$ cat config.mk
export PLATFORM = sky130hd
export DESIGN_NAME = adc_control_nonbinary
export DESIGN_NICKNAME = d
export VERILOG_FILES = /design/src/rtl/adc_control_nonbinary_pkg.sv /design/src/rtl/adc_avg_vote.sv /design/src/rtl/adc_control_nonbinary.sv
export SDC_FILE = /design/constraint.sdc
export NUM_CORES = 1
export LEC_CHECK = 0
export BUFFER_PORTS_ARGS = -buffer_cell sky130_fd_sc_hd__buf_2
export CAP_MARGIN = 20
export CORE_ASPECT_RATIO = 1.5
export CORE_MARGIN = 2
export CORE_UTILIZATION = 55
export DETAILED_ROUTE_END_ITERATION = 10
export GPL_ROUTABILITY_DRIVEN = 0
export PLACE_DENSITY_LB_ADDON = 0.05
export SLEW_MARGIN = 10
export SYNTH_ARGS = -nofsm -noshare
export SYNTH_HDL_FRONTEND = slang
export SYNTH_SLANG_ARGS = --single-unit
$ cat constraint.sdc
create_clock -name clk -period 10 [get_ports clk]
set_input_delay 0 -clock clk [delete_from_list [all_inputs] [get_ports clk]]
set_output_delay 0 -clock clk [all_outputs]
set_load 0.02 [all_outputs]
$ cat src/rtl/adc_control_nonbinary_pkg.sv
// Shared constants, types and helpers for the non-binary SAR controller.
// W[i] is the DAC weight of capacitor i (index 0 = smallest).
package adc_control_nonbinary_pkg;

  localparam int N_WEIGHTS   = 10;
  localparam int N_AVG_STEPS = 4;
  localparam int REP_W       = 6;

  // Redundant weights: each W[i] <= 1 + sum of lower weights, total 1023.
  localparam int unsigned W [N_WEIGHTS] = '{5, 6, 10, 18, 40, 64, 96, 144, 240, 400};

  typedef enum logic [1:0] {
    ST_SAMPLE,
    ST_STEP,
    ST_DONE
  } state_t;

  function automatic int unsigned weight(input int i);
    if (i < 0 || i >= N_WEIGHTS) return 0;
    return W[i[3:0]];
  endfunction

  function automatic logic [REP_W-1:0] avg_to_rep(input logic [2:0] avg);
    logic [REP_W-1:0] r;
    case (avg)
      3'd0:    r = REP_W'(1);
      3'd1:    r = REP_W'(4);
      3'd2:    r = REP_W'(8);
      3'd3:    r = REP_W'(16);
      default: r = REP_W'(32);
    endcase
    return r;
  endfunction

endpackage

$ cat src/rtl/adc_avg_vote.sv
// Repeat/ones counter for one averaged SAR step; vote is the majority
// including the current comparator sample, valid on the last repeat.
module adc_avg_vote
  import adc_control_nonbinary_pkg::*;
(
  input  logic             clk,
  input  logic             rst_n,
  input  logic             clr,
  input  logic             en,
  input  logic             comparator_in,
  input  logic [REP_W-1:0] rep,
  output logic             last,
  output logic             vote
);

  logic [REP_W-1:0] rep_cnt;
  logic [REP_W-1:0] ones;
  logic [REP_W-1:0] ones_nxt;

  assign ones_nxt = ones + {{(REP_W-1){1'b0}}, comparator_in};
  assign last     = (rep_cnt == rep - REP_W'(1));
  // Tie (2*ones == R) resolves to 1.
  assign vote     = ({ones_nxt, 1'b0} >= {1'b0, rep});

  always_ff @(posedge clk or negedge rst_n) begin
    if (!rst_n) begin
      rep_cnt <= '0;
      ones    <= '0;
    end else if (clr || (en && last)) begin
      rep_cnt <= '0;
      ones    <= '0;
    end else if (en) begin
      rep_cnt <= rep_cnt + REP_W'(1);
      ones    <= ones_nxt;
    end
  end

endmodule

$ cat src/rtl/adc_control_nonbinary.sv
// SAR controller for a redundant-weight differential CDAC: sample, MSB-first
// search with majority-voted low steps, then weighted binary result.
module adc_control_nonbinary
  import adc_control_nonbinary_pkg::*;
#(
  parameter int MATRIX_BITS = 10
) (
  input  logic                   clk,
  input  logic                   rst_n,
  input  logic                   comparator_in,
  input  logic [2:0]             avg_control_in,
  output logic                   sample_out,
  output logic                   sample_out_n,
  output logic                   enable_loop_out,
  output logic                   conv_finished_strobe_out,
  output logic [MATRIX_BITS-1:0] pswitch_out,
  output logic [MATRIX_BITS-1:0] nswitch_out,
  output logic [MATRIX_BITS-1:0] result_out
);

  localparam int IW = $clog2(MATRIX_BITS);
  localparam int AW = MATRIX_BITS + 1;

  state_t                 state, state_nxt;
  logic [IW-1:0]          idx;
  logic [REP_W-1:0]       rep_q;
  logic [MATRIX_BITS-1:0] dec_q, dec_nxt;
  logic [MATRIX_BITS-1:0] onehot, above;
  logic [MATRIX_BITS-1:0] result_q;
  logic [AW-1:0]          acc;
  logic                   avg_step, step_last, vote, bit_dec, bit_done;

  assign avg_step = (idx < IW'(N_AVG_STEPS));
  assign onehot   = MATRIX_BITS'(1) << idx;
  // Bits strictly above the one under test are already decided.
  assign above    = ~((onehot << 1) - MATRIX_BITS'(1));
  assign bit_dec  = avg_step ? vote : comparator_in;
  assign bit_done = (state == ST_STEP) && (!avg_step || step_last);

  adc_avg_vote u_vote (
    .clk           (clk),
    .rst_n         (rst_n),
    .clr           (state != ST_STEP),
    .en            ((state == ST_STEP) && avg_step),
    .comparator_in (comparator_in),
    .rep           (rep_q),
    .last          (step_last),
    .vote          (vote)
  );

  always_comb begin
    dec_nxt = dec_q;
    if (bit_done) dec_nxt[idx] = bit_dec;
  end

  // Weighted sum including the decision being made this cycle.
  always_comb begin
    acc = '0;
    for (int i = 0; i < MATRIX_BITS; i++) begin
      if (dec_nxt[i]) acc = acc + AW'(weight(i));
    end
  end

  always_ff @(posedge clk or negedge rst_n) begin
    if (!rst_n) state <= ST_SAMPLE;
    else        state <= state_nxt;
  end

  always_comb begin
    state_nxt = state;
    unique case (state)
      ST_SAMPLE: state_nxt = ST_STEP;
      ST_STEP:   if (bit_done && idx == '0) state_nxt = ST_DONE;
      ST_DONE:   state_nxt = ST_SAMPLE;
      default:   state_nxt = ST_SAMPLE;
    endcase
  end

  always_ff @(posedge clk or negedge rst_n) begin
    if (!rst_n) begin
      idx      <= '0;
      rep_q    <= REP_W'(1);
      dec_q    <= '0;
      result_q <= '0;
    end else begin
      case (state)
        ST_SAMPLE: begin
          rep_q <= avg_to_rep(avg_control_in);
          dec_q <= '0;
          idx   <= IW'(MATRIX_BITS - 1);
        end
        ST_STEP: begin
          if (bit_done) begin
            dec_q <= dec_nxt;
            if (idx == '0) begin
              // Overflow is impossible with the shipped weights; clamp anyway.
              result_q <= acc[MATRIX_BITS] ? '1 : acc[MATRIX_BITS-1:0];
            end else begin
              idx <= idx - IW'(1);
            end
          end
        end
        default: ;
      endcase
    end
  end

  assign sample_out               = (state == ST_SAMPLE);
  assign sample_out_n             = ~sample_out;
  assign enable_loop_out          = (state == ST_STEP);
  assign conv_finished_strobe_out = (state == ST_DONE);
  assign pswitch_out              = (state == ST_STEP) ? (dec_q | onehot) : '0;
  assign nswitch_out              = (state == ST_STEP) ? (~dec_q & above) : '0;
  assign result_out               = result_q;

endmodule

After elaboration in Yosys (flattened, before gate mapping)
Cells that the tools add are included.
{"block": "op_classes", "magnitude_cmp": 4, "mux": 30, "reduce_logical": 16, "bitwise_logic": 5, "shift": 1, "addsub": 14, "n_eq_ne": 10}
{"operator": "11-bit two-way mux", "count": 9}
{"operator": "10-bit two-way mux", "count": 5}
{"operator": "6-bit two-way mux", "count": 4}
{"operator": "6-bit one-hot mux with 4 select lines", "count": 1}
{"operator": "11-bit by 7-bit adder with 11-bit output, second input constant", "count": 2}
{"operator": "11-bit by 8-bit adder with 11-bit output, second input constant", "count": 2}
{"operator": "10-bit NOT", "count": 2}
{"operator": "10-bit one-hot mux with 2 select lines", "count": 1}
{"operator": "11-bit by 3-bit adder with 11-bit output, second input constant", "count": 1}
{"operator": "11-bit by 4-bit adder with 11-bit output, second input constant", "count": 1}
{"operator": "11-bit by 5-bit adder with 11-bit output, second input constant", "count": 1}
{"operator": "11-bit by 6-bit adder with 11-bit output, second input constant", "count": 1}
{"operator": "11-bit by 9-bit adder with 11-bit output, second input constant", "count": 1}
{"operator": "10-bit bitwise AND", "count": 1}
{"operator": "10-bit bitwise mux", "count": 1}
{"operator": "10-bit OR", "count": 1}
{"operator": "1-bit by 4-bit left shift with 10-bit output, first input constant", "count": 1}
{"operator": "10-bit by 1-bit subtractor with 10-bit output, second input constant", "count": 1}
{"operator": "4-bit two-way mux", "count": 2}
{"operator": "4-bit one-hot mux with 2 select lines", "count": 1}
{"operator": "7-bit by 6-bit greater-or-equal comparator with 1-bit output", "count": 1}
{"operator": "6-bit by 1-bit adder with 6-bit output", "count": 1}
{"operator": "6-bit by 1-bit adder with 6-bit output, second input constant", "count": 1}
{"operator": "3-bit by 2-bit equality test with 1-bit output, second input constant", "count": 2}
{"operator": "26 further kinds", "count": 36}
{"block": "word_totals", "inputBits": 6, "word_cells": 87, "regBits": 44, "output_inout_bits": 34}

Depth between registers and ports, before layout
{"block": "depth", "ltp_word": 26, "mapped_depth": 38, "mapped_depth_nobuf": 38}

Modules after synthesis
A second synthesis with hierarchy kept.
{"block": "unflattened", "hier_cells": 464, "hier_area_um2": 3908.7}
{"mod": "adc_control_nonbinary", "cells_per_inst": 354, "seq_area_each_um2": 777.0, "area_per_inst_um2": 2876.5, "instances": 1}
{"mod": "adc_avg_vote", "cells_per_inst": 110, "seq_area_each_um2": 300.3, "area_per_inst_um2": 1032.2, "instances": 1}

Worst setup path before layout
OpenSTA, ideal clock, no wires.
{"block": "synth_timing", "path_type": "register to register", "startpoint": "reg rep_q[0]", "endpoint": "reg result_q[8], in the netlist result_out[8]", "arrival_ns": 7.430, "synth_period_minus_slack_ns": 7.512, "setup_ns": 0.083, "path_buffers": 1, "required_time_ns": 9.917, "setup_slack_ns": 2.488, "path_stages_with_launch": 36, "path_cell_list": "dfstp_2 inv_1 ha_1 xor3_1 a211o_1 or3_1 clkbuf_1 nor2_1 mux2_2 ha_1 inv_1 nor2_1 o22ai_1 o211ai_1 a21oi_1 xnor2_1 inv_1 ha_1 nand4b_1 and2_1 a2111oi_0 a211oi_2 xnor2_1 inv_1 ha_1 nor2_1 a21o_1 ha_1 nor2_1 or2_2 ha_1 a21oi_1 o211ai_1 a21boi_0 a41o_1 o22ai_1"}
{"block": "synth_between", "elab_chain_cells": 25, "elab_cells_between_ends": 29, "cone_classes": "add/sub: 10; order compare: 1; eq/ne: 1; mux: 14; reduce/logical: 3"}
{"element": "start, declared", "line_no": "adc_control_nonbinary.sv:26", "rtl": "logic [REP_W-1:0] rep_q;"}
{"element": "start signal, assigned", "line_no": "adc_control_nonbinary.sv:88", "rtl": "rep_q <= avg_to_rep(avg_control_in);"}
{"element": "6-bit by 1-bit subtractor with 6-bit output", "line_no": "adc_avg_vote.sv:21", "rtl": "assign last = (rep_cnt == rep - REP_W'(1));"}
{"element": "6-bit equality test", "line_no": "adc_avg_vote.sv:21"}
{"element": "1-bit logical OR", "line_no": "adc_control_nonbinary.sv:38", "rtl": "assign bit_done = (state == ST_STEP) && (!avg_step || step_last);"}
{"element": "1-bit logical AND", "line_no": "adc_control_nonbinary.sv:38"}
{"element": "10-bit two-way mux", "line_no": "adc_control_nonbinary.sv:53", "rtl": "if (bit_done) dec_nxt[idx] = bit_dec;"}
{"element": "3-bit two-way mux", "line_no": "adc_control_nonbinary.sv:60", "rtl": "if (dec_nxt[i]) acc = acc + AW'(weight(i));"}
{"element": "11-bit by 3-bit adder with 11-bit output", "line_no": "adc_control_nonbinary.sv:60"}
{"element": "11-bit two-way mux", "line_no": "adc_control_nonbinary.sv:60"}
{"element": "(+9 left out)"}
{"element": "11-bit two-way mux", "line_no": "adc_control_nonbinary.sv:60"}
{"element": "11-bit by 8-bit adder with 11-bit output", "line_no": "adc_control_nonbinary.sv:60"}
{"element": "11-bit two-way mux", "line_no": "adc_control_nonbinary.sv:60"}
{"element": "11-bit by 8-bit adder with 11-bit output", "line_no": "adc_control_nonbinary.sv:60"}
{"element": "11-bit two-way mux", "line_no": "adc_control_nonbinary.sv:60"}
{"element": "11-bit by 9-bit adder with 11-bit output", "line_no": "adc_control_nonbinary.sv:60"}
{"element": "11-bit two-way mux", "line_no": "adc_control_nonbinary.sv:60"}
{"element": "10-bit two-way mux", "line_no": "adc_control_nonbinary.sv:97", "rtl": "result_q <= acc[MATRIX_BITS] ? '1 : acc[MATRIX_BITS-1:0];"}
{"element": "end signal, assigned", "line_no": "adc_control_nonbinary.sv:97"}
{"element": "end, declared", "line_no": "adc_control_nonbinary.sv:29", "rtl": "logic [MATRIX_BITS-1:0] result_q;"}
Parallel ways exist; a longest one is shown, timed or not.
A chain may end at the register's enable or synchronous reset.

Worst setup path in the final report
Same ends and word-level chain as after synthesis.

==> results_tabular.tex <==
\begin{tabular}{lr}
\hline
Metric & Value \\
\hline
\multicolumn{2}{l}{\textbf{Power and ir drop}} \\
\quad Internal power & 703.7 uW \\
\quad Net switching power & 873.7 uW \\
\quad Seq pwr share & 19.1\% \\
\quad Portion of total power attributed to combinational logic & 73.7\% \\
\quad Leakage & 1.920 nW \\
\quad Sw Ratio & 55.39\% \\
\quad Peak supply drop & 0.0002580 V \\
\quad PwrDens & 360.4 nW/um\^{}2 \\
\quad Clk pwr share & 7.1\% \\
\multicolumn{2}{l}{\textbf{Status}} \\
\quad Result of the run & completed \\
\multicolumn{2}{l}{\textbf{STA}} \\
\quad Accumulated negative setup slack & 0 ns \\
\quad Worst clock skew on the final layout & 0.006335 ns \\
\quad Post-route fraction of the period consumed by the critical path & 86.59\% \\
\quad Number of hold-slack violations in the final timing report & 0 \\
\quad Clock period minus final worst setup slack & 8.659 ns \\
\quad Max Fclk & 115.5 MHz \\
\quad Pin slew with the least headroom to its limit & 0.9825 ns \\
\quad Finish-stage setup viols & 0 \\
\quad Max-slew violation count & 0 \\
\quad Worst max-slew margin expressed relative to the limit & 32.63\% \\
\quad Unrepaired setup endpoints after global routing & false \\
\multicolumn{2}{l}{\textbf{Die}} \\
\quad Top-level port count & 40 \\
\quad Total core area & 7132 um\^{}2 \\
\quad Number of core rows & 38 \\
\quad Die outline width & 73.74 um \\
\quad Die area & 8009 um\^{}2 \\
\quad Starting density of the core & 56.26\% \\
\quad Chip Height & 108.6 um \\
\multicolumn{2}{l}{\textbf{Yosys}} \\
\quad Most instantiated flip-flop cell in the synthesis netlist & dfrtp\_1 \\
\quad Post-synth EDFFs & 0 \\
\quad Fraction of synthesis flops using an asynchronous set or reset pin & 100.0\% \\
\quad Post-synthesis instance area & 4013 um\^{}2 \\
\quad Mean instance size in the synthesized netlist & 7.946 um\^{}2 \\
\quad Sequential fraction of the synthesis area & 26.85\% \\
\quad Net Count, Synth & 535 \\
\quad Count of unique library cells instantiated by Yosys & 76 \\
\quad Ys Warns & 0 \\
\quad Mapped Cells & 505 \\
\quad Number of flip-flops and latches in the synthesized netlist & 43 \\
\multicolumn{2}{l}{\textbf{CTS}} \\
\quad Num CTS Buffers & 5 \\
\quad Hold-fix buffers at CTS & 4 \\
\quad CTS tree & built \\
\quad Max Buffers Root-to-Sink & 2 \\
\quad Number of clock sinks & 43 \\
\quad Skew-Pair Late Insertion Delay & 0.31 ns \\
\quad Master cell of the clock root buffer & clkbuf\_8 \\
\quad \# H-tree levels & 2 \\
\quad Number of buffers inserted by post-CTS setup repair & 0 \\
\quad Clock edge transition at the registers on the reported setup and hold paths & 0.08 ns \\
\quad Cts repair resizes & 0 \\
\multicolumn{2}{l}{\textbf{Route}} \\
\quad Final wirelength & 11750 um \\
\quad Antenna-violating nets left & 0 \\
\quad Initial detailed-routing violation count & 236 \\
\quad Post-route met1 wirelength & 4469 um \\
\quad Average wire per standard cell & 19.04 um \\
\quad Vias & 3927 \\
\quad Via-per-instance ratio & 6.365 \\
\quad DRC Markers & 0 \\
\quad First-pass iteration count of the detailed router & 4 \\
\quad Highest metal layer with signal wires & met4 \\
\quad Total met2 wirelength after detailed routing & 6167 um \\
\quad Total met3 wirelength after detailed routing & 393 um \\
\multicolumn{2}{l}{\textbf{GRT}} \\
\quad Number of global-route vias before repair & 3909 \\
\quad Antenna violations before repair & 0 \\
\quad Maximum number of pins on one net before global-route repair & 44 \\
\quad Total gr overflow & 0 \\
\quad First-pass GRT wire length & 18730 um \\
\quad Global-route total usage across every layer & 30.31\% \\
\multicolumn{2}{l}{\textbf{Worst setup path}} \\
\quad Critical path capture point type & register \\
\quad Startpoint of the most critical register-to-register path & rep\_q[0] \\
\quad Highest net fanout along the worst path & 15 \\
\quad Crit path DAT & 8.89 ns \\
\quad Crit path max-delay cell type & a2111oi\_0 \\
\quad Most Frequent Cell on Critical Path & ha\_1 \\
\quad Worst setup SP type & register \\
\quad Launch point of the worst path & rep\_q[0] \\
\quad R2r worst-path depth & 34 \\
\quad R2R setup slack & 1.34 ns \\
\quad Required time of the critical path & 10.23 ns \\
\quad Maximum cell stage delay along the critical path & 0.62 ns \\
\quad Worst setup path class & register to register \\
\multicolumn{2}{l}{\textbf{Finish}} \\
\quad Diodes inserted & 0 \\
\quad Post-layout nets & 566 \\
\quad Final Instance Count excl. Fillers & 617 \\
\quad Number of fillers in the final layout & 681 \\
\quad Share of final-layout standard cells stronger than drive strength 1 & 13.59\% \\
\quad Most frequent standard cell in the layout excluding fill and tap cells & nor2\_1 \\
\quad P\&R area growth vs syn & 9.074\% \\
\quad Most frequent cells in the layout & 60 x nor2\_1, 49 x nand2\_1, 42 x dfrtp\_1, 38 x buf\_2, 36 x a21oi\_1 \\
\multicolumn{2}{l}{\textbf{Placed design}} \\
\quad Number of placed cells counting well taps & 604 \\
\quad DP Wirelength & 9098 um \\
\quad IO Port Bufs & 38 \\
\multicolumn{2}{l}{\textbf{Run}} \\
\quad Number of violations of the max-capacitance limit & 0 \\
\multicolumn{2}{l}{\textbf{Min path}} \\
\quad Worst min path class & primary input to async pin \\
\hline
\end{tabular}
==> cell usage after synthesis (4+ instances only) <==
library cell   n  share of area (%)
nor4_1         7                1.1
mux2_2         4                1.1
mux2i_1        6                1.5
ha_1          24                7.5
nor3_1        14                1.7
xor2_1         8                1.7
nor2b_1        7                1.1
a211oi_1       4               0.75
or3_1          4               0.62
nand3_1       14                1.7
and3_1         8                1.2
a21o_1         4               0.75
o22ai_1        4               0.62
dfrtp_1       42                 26
xnor2_1       24                5.2
nand2b_1       7                1.1
a31oi_1        5               0.78
inv_1         24                2.2
o21ai_0       34                4.2
a22o_1         8                1.7
o211ai_1       4               0.75
nand2_1       49                4.6
clkbuf_1      18                1.7
nor2_1        60                5.6
a21oi_1       36                4.5
and2_1         8                1.2
a211o_1        4               0.87
or2_2          4               0.62
==> cell type report <==
| class | instances | area, um^2 | area share (%) |
|---|---|---|---|
| inverters | 26 | 97.59 | 2.230 |
| multi-input cells | 414 | 2744 | 62.69 |
| clock buffers | 6 | 72.57 | 1.658 |
| well taps | 80 | 100.1 | 2.287 |
| clock inverters | 2 | 12.51 | 0.2859 |
| flip-flops and latches | 43 | 1077 | 24.61 |
| repair buffers | 46 | 272.8 | 6.232 |
==> power by group through the flow <==
stage / sequential, mW / clock [mW] / combinational, mW
2_1_floorplan: 0.286 / 0 / 0.864
4_1_cts: 0.300 / 0.116 / 1.16
3_5_place_dp: 0.304 / 0 / 1.15
6_report: 0.302 / 0.112 / 1.16
3_3_place_gp: 0.301 / 0 / 1.13
5_1_grt: 0.310 / 0.123 / 1.27
==> critical path: cells and delay by family, from the launching register on <==
kind	cells	cell delay, ns
DFF	1	0.61
and+or+nand+nor	8	1.72
xor gates and xnor gates	4	1.09
AOI/OAI and AO/OA	9	2.35
adders and majority gates	7	1.88
muxes	1	0.37
buffers and inverters	5	0.56
==> registers in the layout, summed over array words and instances, names as in the netlist <==
name,count
u_vote.rep_cnt,6
rep_q,5
u_vote.ones,6
dec_q,10
idx,4
state,2
result_out,10
==> path summary, 6_finish.rpt <==
path | end
min in group clk | u_vote.ones[0]
setup / recovery | result_out[8]
hold / removal | idx[2]
setup reg to reg | result_out[8]
max in group asynchronous | result_out[6]
hold reg to reg | u_vote.rep_cnt[5]
==> through the flow <==
stage               hold slack, ns  area [um^2]  total power [mW]  worst slack, ns  utilization [%]
floorplan                  -0.2956         4013             1.150            2.488                -
global placement            0.2047         4232             1.435            1.590            59.33
detailed placement          0.2171         4232             1.456            1.450            59.33
CTS                         0.2064         4357             1.576            1.405            61.09
global route                0.1395         4377             1.706           0.8066            61.37
finish                      0.1198         4377             1.577            1.341            61.37
==> kinds of logic after synthesis <==
group                    after synthesis  share of synthesized area (%)
XOR/XNOR                              33                          7.577
AO/OA/AOI/OAI                        140                          24.04
multiplexers                          13                          3.897
other                                  1                        0.09346
adder cells (fa/ha/maj)               24                          7.484
buffers and inverters                 48                          4.771
flip-flops                            43                          26.85
AND/OR/NAND/NOR                      203                          25.29
==> per-layer routing <==
| layer | global-route usage [%] | vias to the layer above |
|---|---|---|
| met2 | 54.97 | 108 |
| met4 | 19.22 | 0 |
| met1 | 31.73 | 1885 |
| met3 | 4.251 | 48 |
| met5 | 0 | - |
| li1 | - | 1886 |
Power figures use the tool's default switching activity.
